<file path="config.mk">
export PLATFORM = sky130hd
export DESIGN_NAME = id_stage
export DESIGN_NICKNAME = d
export VERILOG_FILES = /design/src/rtl/id_stage.sv
export SDC_FILE = /design/constraint.sdc
export NUM_CORES = 2
export LEC_CHECK = 0
export ABC_AREA = 1
export CAP_MARGIN = 5
export CORE_MARGIN = 2
export CORE_UTILIZATION = 25
export DETAILED_ROUTE_END_ITERATION = 10
export PLACE_DENSITY = 0.39
export SLEW_MARGIN = 10
export SYNTH_ARGS = -nofsm -noshare
export SYNTH_HDL_FRONTEND = slang
export SYNTH_SLANG_ARGS = --single-unit
</file>
<file path="constraint.sdc">
create_clock -name clk -period 3.5 [get_ports clk]
set_clock_uncertainty 0.05 [all_clocks]
set_input_delay 0.7 -clock clk [delete_from_list [all_inputs] [get_ports clk]]
set_output_delay 0.7 -clock clk [all_outputs]
set_load 0.01 [all_outputs]
</file>
<file path="src/rtl/id_stage.sv">
// Instruction-decode stage: GPR file with write-back bypass, operand
// forwarding, branch compare, exception select and the ID/EX pipeline register.
module id_stage #(
    parameter logic [4:0]  EXC_RI      = 5'd10,
    parameter int unsigned WIDTH_INSTR = 6
) (
    input  logic                   clk,
    input  logic                   reset,
    input  logic                   stall,
    input  logic                   clr,
    input  logic [31:0]            code_ID,
    input  logic [31:0]            PC_ID,
    input  logic [6:2]             Exc_ID,
    input  logic                   BD_ID,
    input  logic                   wbEn,
    input  logic [4:0]             wbAddr,
    input  logic [31:0]            wbData,
    input  logic                   fwdEn_EX,
    input  logic [4:0]             fwdAddr_EX,
    input  logic [31:0]            fwdData_EX,
    input  logic                   fwdEn_MEM,
    input  logic [4:0]             fwdAddr_MEM,
    input  logic [31:0]            fwdData_MEM,
    output logic [WIDTH_INSTR-1:0] instr,
    output logic                   cmp,
    output logic [15:0]            imm16,
    output logic [25:0]            jmpAddr,
    output logic [31:0]            jmpReg,
    output logic [31:0]            code_EX,
    output logic [31:0]            PC_EX,
    output logic [31:0]            rsData_EX,
    output logic [31:0]            rtData_EX,
    output logic [6:2]             Exc_EX,
    output logic                   BD_EX
);

    typedef enum logic [5:0] {
        I_NONE, I_SLL, I_SRL, I_SRA, I_SLLV, I_SRLV, I_SRAV, I_JR, I_JALR,
        I_SYSCALL, I_BREAK, I_MFHI, I_MTHI, I_MFLO, I_MTLO, I_MULT, I_MULTU,
        I_DIV, I_DIVU, I_ADD, I_ADDU, I_SUB, I_SUBU, I_AND, I_OR, I_XOR, I_NOR,
        I_SLT, I_SLTU, I_BLTZ, I_BGEZ, I_J, I_JAL, I_BEQ, I_BNE, I_BLEZ, I_BGTZ,
        I_ADDI, I_ADDIU, I_SLTI, I_SLTIU, I_ANDI, I_ORI, I_XORI, I_LUI,
        I_ERET, I_MFC0, I_MTC0, I_LB, I_LH, I_LW, I_LBU, I_LHU, I_SB, I_SH, I_SW
    } instr_e;

    logic [5:0]  opcode;
    logic [5:0]  funct;
    logic [4:0]  rs_addr;
    logic [4:0]  rt_addr;
    instr_e      dec;
    logic [31:0] rs_val;
    logic [31:0] rt_val;
    logic [4:0]  exc_sel;

    logic [31:0] gpr_q [32];
    logic [31:0] gpr_d [32];

    logic [31:0] code_ex_q, code_ex_d;
    logic [31:0] pc_ex_q, pc_ex_d;
    logic [31:0] rs_ex_q, rs_ex_d;
    logic [31:0] rt_ex_q, rt_ex_d;
    logic [4:0]  exc_ex_q, exc_ex_d;
    logic        bd_ex_q, bd_ex_d;

    assign opcode  = code_ID[31:26];
    assign funct   = code_ID[5:0];
    assign rs_addr = code_ID[25:21];
    assign rt_addr = code_ID[20:16];

    // Operand resolution: $0, then youngest forward, then same-cycle write-back, then GPR.
    function automatic logic [31:0] resolve(
        input logic [4:0]  a,
        input logic [31:0] gval,
        input logic        en_ex,
        input logic [4:0]  ad_ex,
        input logic [31:0] d_ex,
        input logic        en_mem,
        input logic [4:0]  ad_mem,
        input logic [31:0] d_mem,
        input logic        en_wb,
        input logic [4:0]  ad_wb,
        input logic [31:0] d_wb
    );
        if (a == 5'd0)                       return '0;
        else if (en_ex && (ad_ex == a))      return d_ex;
        else if (en_mem && (ad_mem == a))    return d_mem;
        else if (en_wb && (ad_wb == a))      return d_wb;
        else                                 return gval;
    endfunction

    // Shared instruction decoder.
    always_comb begin
        dec = I_NONE;
        case (opcode)
            6'h00: begin
                case (funct)
                    6'h00: dec = I_SLL;
                    6'h02: dec = I_SRL;
                    6'h03: dec = I_SRA;
                    6'h04: dec = I_SLLV;
                    6'h06: dec = I_SRLV;
                    6'h07: dec = I_SRAV;
                    6'h08: dec = I_JR;
                    6'h09: dec = I_JALR;
                    6'h0C: dec = I_SYSCALL;
                    6'h0D: dec = I_BREAK;
                    6'h10: dec = I_MFHI;
                    6'h11: dec = I_MTHI;
                    6'h12: dec = I_MFLO;
                    6'h13: dec = I_MTLO;
                    6'h18: dec = I_MULT;
                    6'h19: dec = I_MULTU;
                    6'h1A: dec = I_DIV;
                    6'h1B: dec = I_DIVU;
                    6'h20: dec = I_ADD;
                    6'h21: dec = I_ADDU;
                    6'h22: dec = I_SUB;
                    6'h23: dec = I_SUBU;
                    6'h24: dec = I_AND;
                    6'h25: dec = I_OR;
                    6'h26: dec = I_XOR;
                    6'h27: dec = I_NOR;
                    6'h2A: dec = I_SLT;
                    6'h2B: dec = I_SLTU;
                    default: dec = I_NONE;
                endcase
            end
            6'h01: begin
                if (rt_addr == 5'd0)      dec = I_BLTZ;
                else if (rt_addr == 5'd1) dec = I_BGEZ;
            end
            6'h02: dec = I_J;
            6'h03: dec = I_JAL;
            6'h04: dec = I_BEQ;
            6'h05: dec = I_BNE;
            6'h06: dec = I_BLEZ;
            6'h07: dec = I_BGTZ;
            6'h08: dec = I_ADDI;
            6'h09: dec = I_ADDIU;
            6'h0A: dec = I_SLTI;
            6'h0B: dec = I_SLTIU;
            6'h0C: dec = I_ANDI;
            6'h0D: dec = I_ORI;
            6'h0E: dec = I_XORI;
            6'h0F: dec = I_LUI;
            6'h10: begin
                if (code_ID == 32'h4200_0018) dec = I_ERET;
                else if (rs_addr == 5'd0)     dec = I_MFC0;
                else if (rs_addr == 5'd4)     dec = I_MTC0;
            end
            6'h20: dec = I_LB;
            6'h21: dec = I_LH;
            6'h23: dec = I_LW;
            6'h24: dec = I_LBU;
            6'h25: dec = I_LHU;
            6'h28: dec = I_SB;
            6'h29: dec = I_SH;
            6'h2B: dec = I_SW;
            default: dec = I_NONE;
        endcase
    end

    // Forwarded operands, branch compare and exception selection.
    always_comb begin
        rs_val = resolve(rs_addr, gpr_q[rs_addr], fwdEn_EX, fwdAddr_EX, fwdData_EX,
                         fwdEn_MEM, fwdAddr_MEM, fwdData_MEM, wbEn, wbAddr, wbData);
        rt_val = resolve(rt_addr, gpr_q[rt_addr], fwdEn_EX, fwdAddr_EX, fwdData_EX,
                         fwdEn_MEM, fwdAddr_MEM, fwdData_MEM, wbEn, wbAddr, wbData);
        case (dec)
            I_BEQ:   cmp = (rs_val == rt_val);
            I_BNE:   cmp = (rs_val != rt_val);
            I_BLEZ:  cmp = ($signed(rs_val) <= 0);
            I_BGTZ:  cmp = ($signed(rs_val) > 0);
            I_BLTZ:  cmp = ($signed(rs_val) < 0);
            I_BGEZ:  cmp = ($signed(rs_val) >= 0);
            default: cmp = 1'b0;
        endcase
        if (Exc_ID != 5'd0)                            exc_sel = Exc_ID;
        else if ((dec == I_NONE) && (code_ID != '0))   exc_sel = EXC_RI;
        else                                           exc_sel = '0;
    end

    assign instr   = WIDTH_INSTR'(dec);
    assign imm16   = code_ID[15:0];
    assign jmpAddr = code_ID[25:0];
    assign jmpReg  = rs_val;

    // GPR write port; $0 is never written.
    always_comb begin
        gpr_d = gpr_q;
        if (wbEn && (wbAddr != 5'd0)) gpr_d[wbAddr] = wbData;
    end

    // GPR storage with asynchronous clear.
    always_ff @(posedge clk or negedge reset) begin
        if (!reset) gpr_q <= '{default: '0};
        else        gpr_q <= gpr_d;
    end

    // ID/EX next state: flush beats bubble; a bubble keeps PC/BD so EPC stays correct.
    always_comb begin
        code_ex_d = code_ID;
        pc_ex_d   = PC_ID;
        rs_ex_d   = rs_val;
        rt_ex_d   = rt_val;
        exc_ex_d  = exc_sel;
        bd_ex_d   = BD_ID;
        if (clr) begin
            code_ex_d = '0;
            pc_ex_d   = '0;
            rs_ex_d   = '0;
            rt_ex_d   = '0;
            exc_ex_d  = '0;
            bd_ex_d   = 1'b0;
        end else if (stall) begin
            code_ex_d = '0;
            rs_ex_d   = '0;
            rt_ex_d   = '0;
            exc_ex_d  = '0;
        end
    end

    // ID/EX pipeline register with asynchronous clear.
    always_ff @(posedge clk or negedge reset) begin
        if (!reset) begin
            code_ex_q <= '0;
            pc_ex_q   <= '0;
            rs_ex_q   <= '0;
            rt_ex_q   <= '0;
            exc_ex_q  <= '0;
            bd_ex_q   <= 1'b0;
        end else begin
            code_ex_q <= code_ex_d;
            pc_ex_q   <= pc_ex_d;
            rs_ex_q   <= rs_ex_d;
            rt_ex_q   <= rt_ex_d;
            exc_ex_q  <= exc_ex_d;
            bd_ex_q   <= bd_ex_d;
        end
    end

    assign code_EX   = code_ex_q;
    assign PC_EX     = pc_ex_q;
    assign rsData_EX = rs_ex_q;
    assign rtData_EX = rt_ex_q;
    assign Exc_EX    = exc_ex_q;
    assign BD_EX     = bd_ex_q;

endmodule

</file>
==> flow_summary.json <==
{
  "outcome": "finished, violations left",
  "violations": "setup timing",
  "max_freq_mhz": 224,
  "critPathCaptureType": "output port",
  "gp_congestion": 0.918,
  "drive_gt1_share_pct": 25.1,
  "cp_max_fo": 8,
  "synth_cell_types": 40,
  "timing.hold.ws_ns": 0.293,
  "antenna_found_initial": 14,
  "cap_viol_max_count": 0,
  "fin_nets": 11769,
  "drc": 0,
  "synth_common_cells": "nand2_1, o21ai_0, dfrtp_1",
  "die_h_microns": 521,
  "synth-seq-cells": 1158,
  "p_leak_nw": 49.8,
  "drtIter0Drc": 7430,
  "power_density_nw_per_um2": 474,
  "grt_max_degree": 86,
  "max_slew_margin_pct": 40.5,
  "grt_pass1_vias": 71861,
  "timing.rr.start": "gpr_q[695]$_DFFE_PN0P_",
  "cts_tree": "yes",
  "grt_pass1_wl_mm": 547,
  "multiInputGateArea_sq_um": 33600,
  "power_switching_mw": 15.8,
  "synth_area_leader_cell": "dfrtp_1",
  "post_drt_wl_per_cell_microns": 25.8,
  "nFillCells": 27787,
  "vias_per_cell": 4.97,
  "die_w_microns": 521,
  "critPathLaunch": "code_ID[16]",
  "synth.most_common_cell": "nand2_1",
  "area_growth_pct": 50.8,
  "clkTransAtPathRegs_ns": 0.06,
  "syn_area_sq_um": 66800,
  "rows": 189,
  "synthCells": 9807,
  "start_util_pct": 25.2,
  "power_frac_comb_pct": 30.4,
  "detail_route.wirelength_mm": 393,
  "p_int_mw": 31.9,
  "rsz0062_at_grt": "yes",
  "synth_ff_type": "dfrtp_1",
  "fin_total_pwr_mw": 47.7,
  "h-tree-depth": 4,
  "seq_area_frac_synth_pct": 43.4,
  "grt_overflow": 0,
  "synth-edff-count": 0,
  "die-area_sq_um": 271000,
  "maxSlewViolCount": 0,
  "period_needed_ns": 4.46,
  "syn_avg_cell_area_sq_um": 6.81,
  "final_core_util_pct": 38.0,
  "power_frac_seq_pct": 35.5,
  "place_hpwl_mm": 259,
  "setup_viol": 29,
  "arrival_ns": 3.71,
  "hold_class": "in -> reg",
  "post-place-ws_ns": -2.16,
  "firstDrtPassIters": 6,
  "ios": 403,
  "crit_required_ns": 2.75,
  "fin_ws_ns": -0.956,
  "seq_area_sq_um": 29000,
  "p_clk_share_pct": 34.2,
  "portBuffers": 402,
  "vias": 75668,
  "hold_viol_final": 0,
  "synth_top_area_share_pct": 43.4,
  "synth_area_leaders": "dfrtp_1, nand2_1, o21ai_0, nand3_1, inv_1",
  "peakVddDrop_v": 0.000312,
  "p_sw_share_pct": 33.2,
  "insertion_delay_ns": 0.87,
  "clk_path_buf_depth": 4,
  "clock_sinks": 1158,
  "ant_nets": 0,
  "synth_nets": 10001,
  "fp.coreArea_sq_um": 265000,
  "hp-start": "code_ID[27]",
  "cp-start-kind": "primary input",
  "cts_buffers": 157,
  "root_buffer": "clkbuf_16",
  "worst_slew_pin_slew_ns": 0.892,
  "ys_async_sr_fraction_pct": 100,
  "path_class": "in -> out",
  "fin_crit_sh_pct": 127,
  "yosysWarnings": 0,
  "grt_usage_pct": 27.7
}
power groups by stage:
stage	combinational [mW]	sequential, mW	clock, mW
finish	14.5	16.9	16.3
global route	15.9	17.2	17.1
CTS	13.7	16.9	16.6
detailed placement	13.0	17.1	0
global placement	12.9	17.0	0
floorplan	5.72	17.0	0
worst paths after layout:
kind | cells after the start | end | slack, ns
max in group asynchronous | 4 | gpr_q[832]$_DFFE_PN0P_ | 1.85
worst max register to register | 14 | rtData_EX[23]$_DFF_PN0_ | 1.21
worst min register to register | 0 | gpr_q[996]$_DFFE_PN0P_ | 0.33
min in group asynchronous | 2 | rsData_EX[14]$_DFF_PN0_ | 0.36
worst min-delay path | 4 | code_EX[27]$_DFF_PN0_ | 0.29
worst max-delay path | 25 | cmp | -0.96
what timing repair did:
| item | CTS | global route |
|---|---|---|
| gates cloned | 33 | 39 |
| gates resized for setup | 724 | 638 |
| hold endpoints to repair | 46 | 0 |
| buffers inserted | 99 | 100 |
| hold buffers | 1 | 0 |
| pin swaps | 123 | 253 |
| endpoints found under the setup margin | 39 | 39 |
cells by family after synthesis:
logic type / count (synthesis) / synth area share (%)
simple gates: 5068 / 30.7
compound gates: 1816 / 15.0
buf+inv: 1757 / 10.8
flops: 1158 / 43.4
fa+ha+maj: 6 / 0.112
xor+xnor: 2 / 0.0262
layout by cell type (no fill, tap or decap), types with 12 or more instances in the layout:
master              n
nor2_2             27
inv_2              25
o21ai_2            26
bufbuf_16          12
buf_6             168
o21ai_1            42
nand3_4            33
buf_4            1496
dfrtp_1          1158
nor2_4             35
buf_12            256
o21ai_0          1108
clkbuf_1           36
nand2_1          3186
nand4_1            83
nand2_4            68
nor2_1            532
clkdlybuf4s50_1   330
inv_1             908
o21bai_4           12
clkbuf_16         195
o211ai_1          304
a21oi_1           233
a21oi_4            17
nand3_2            94
o21ai_4            13
clkinv_2           16
buf_8              33
dlygate4sd2_1      18
clkbuf_8           37
a21oi_2            25
nand2_2           208
or2_4              14
nand3_1           732
nor3_1             18
buf_16             50
worst max-delay path, stage by stage:
cell,delay (ns)
buf_16,0.18
inv_8,0.07
nor2_4,0.14
buf_12,0.15
buf_16,0.18
buf_12,0.15
nand2_1,0.06
nand4_1,0.08
nand3_1,0.13
nand3_2,0.14
nand2_2,0.11
nand2_1,0.11
nand3_2,0.11
buf_12,0.16
nand2_1,0.10
nand3_2,0.14
nand2_1,0.09
nand2_1,0.05
nor2_1,0.12
nand2_2,0.09
nor2_4,0.17
nand2_1,0.09
nand2_2,0.08
nand3_4,0.09
buf_6,0.14
sequential cells by signal, indices dropped and copies added, names as in the netlist:
signal,count
code_EX,32
PC_EX,32
BD_EX,1
gpr_q,1024
Exc_EX,5
rtData_EX,32
rsData_EX,32
stage by stage:
step	std cells	TNS [ns]	instance area, sq um
3_3_place_gp	14724	-37.89	88300
3_5_place_dp	14724	-37.28	88300
2_1_floorplan	9807	0	66800
6_report	15224	-3.21	101000
4_1_cts	15105	-5.83	97200
5_1_grt	15218	-5.45	101000
layer usage:
metal / GRT usage [%] / wire [microns]
met4: 9.21 / 15000
met2: 43.8 / 173000
met3: 4.20 / 29700
met5: 0 / 13
met1: 38.6 / 175000
area by class of cell:
type / count / share of cell area [%]
tap: 3533 / 4.39
inverter: 957 / 3.68
clock buffer: 231 / 4.57
multi-input combinational: 6892 / 33.4
antenna: 11 / 0.0273
sequential: 1158 / 28.8
timing repair buffer: 2409 / 24.8
clock inverter: 33 / 0.384
Note: power is estimated with default switching activity, not from simulation.
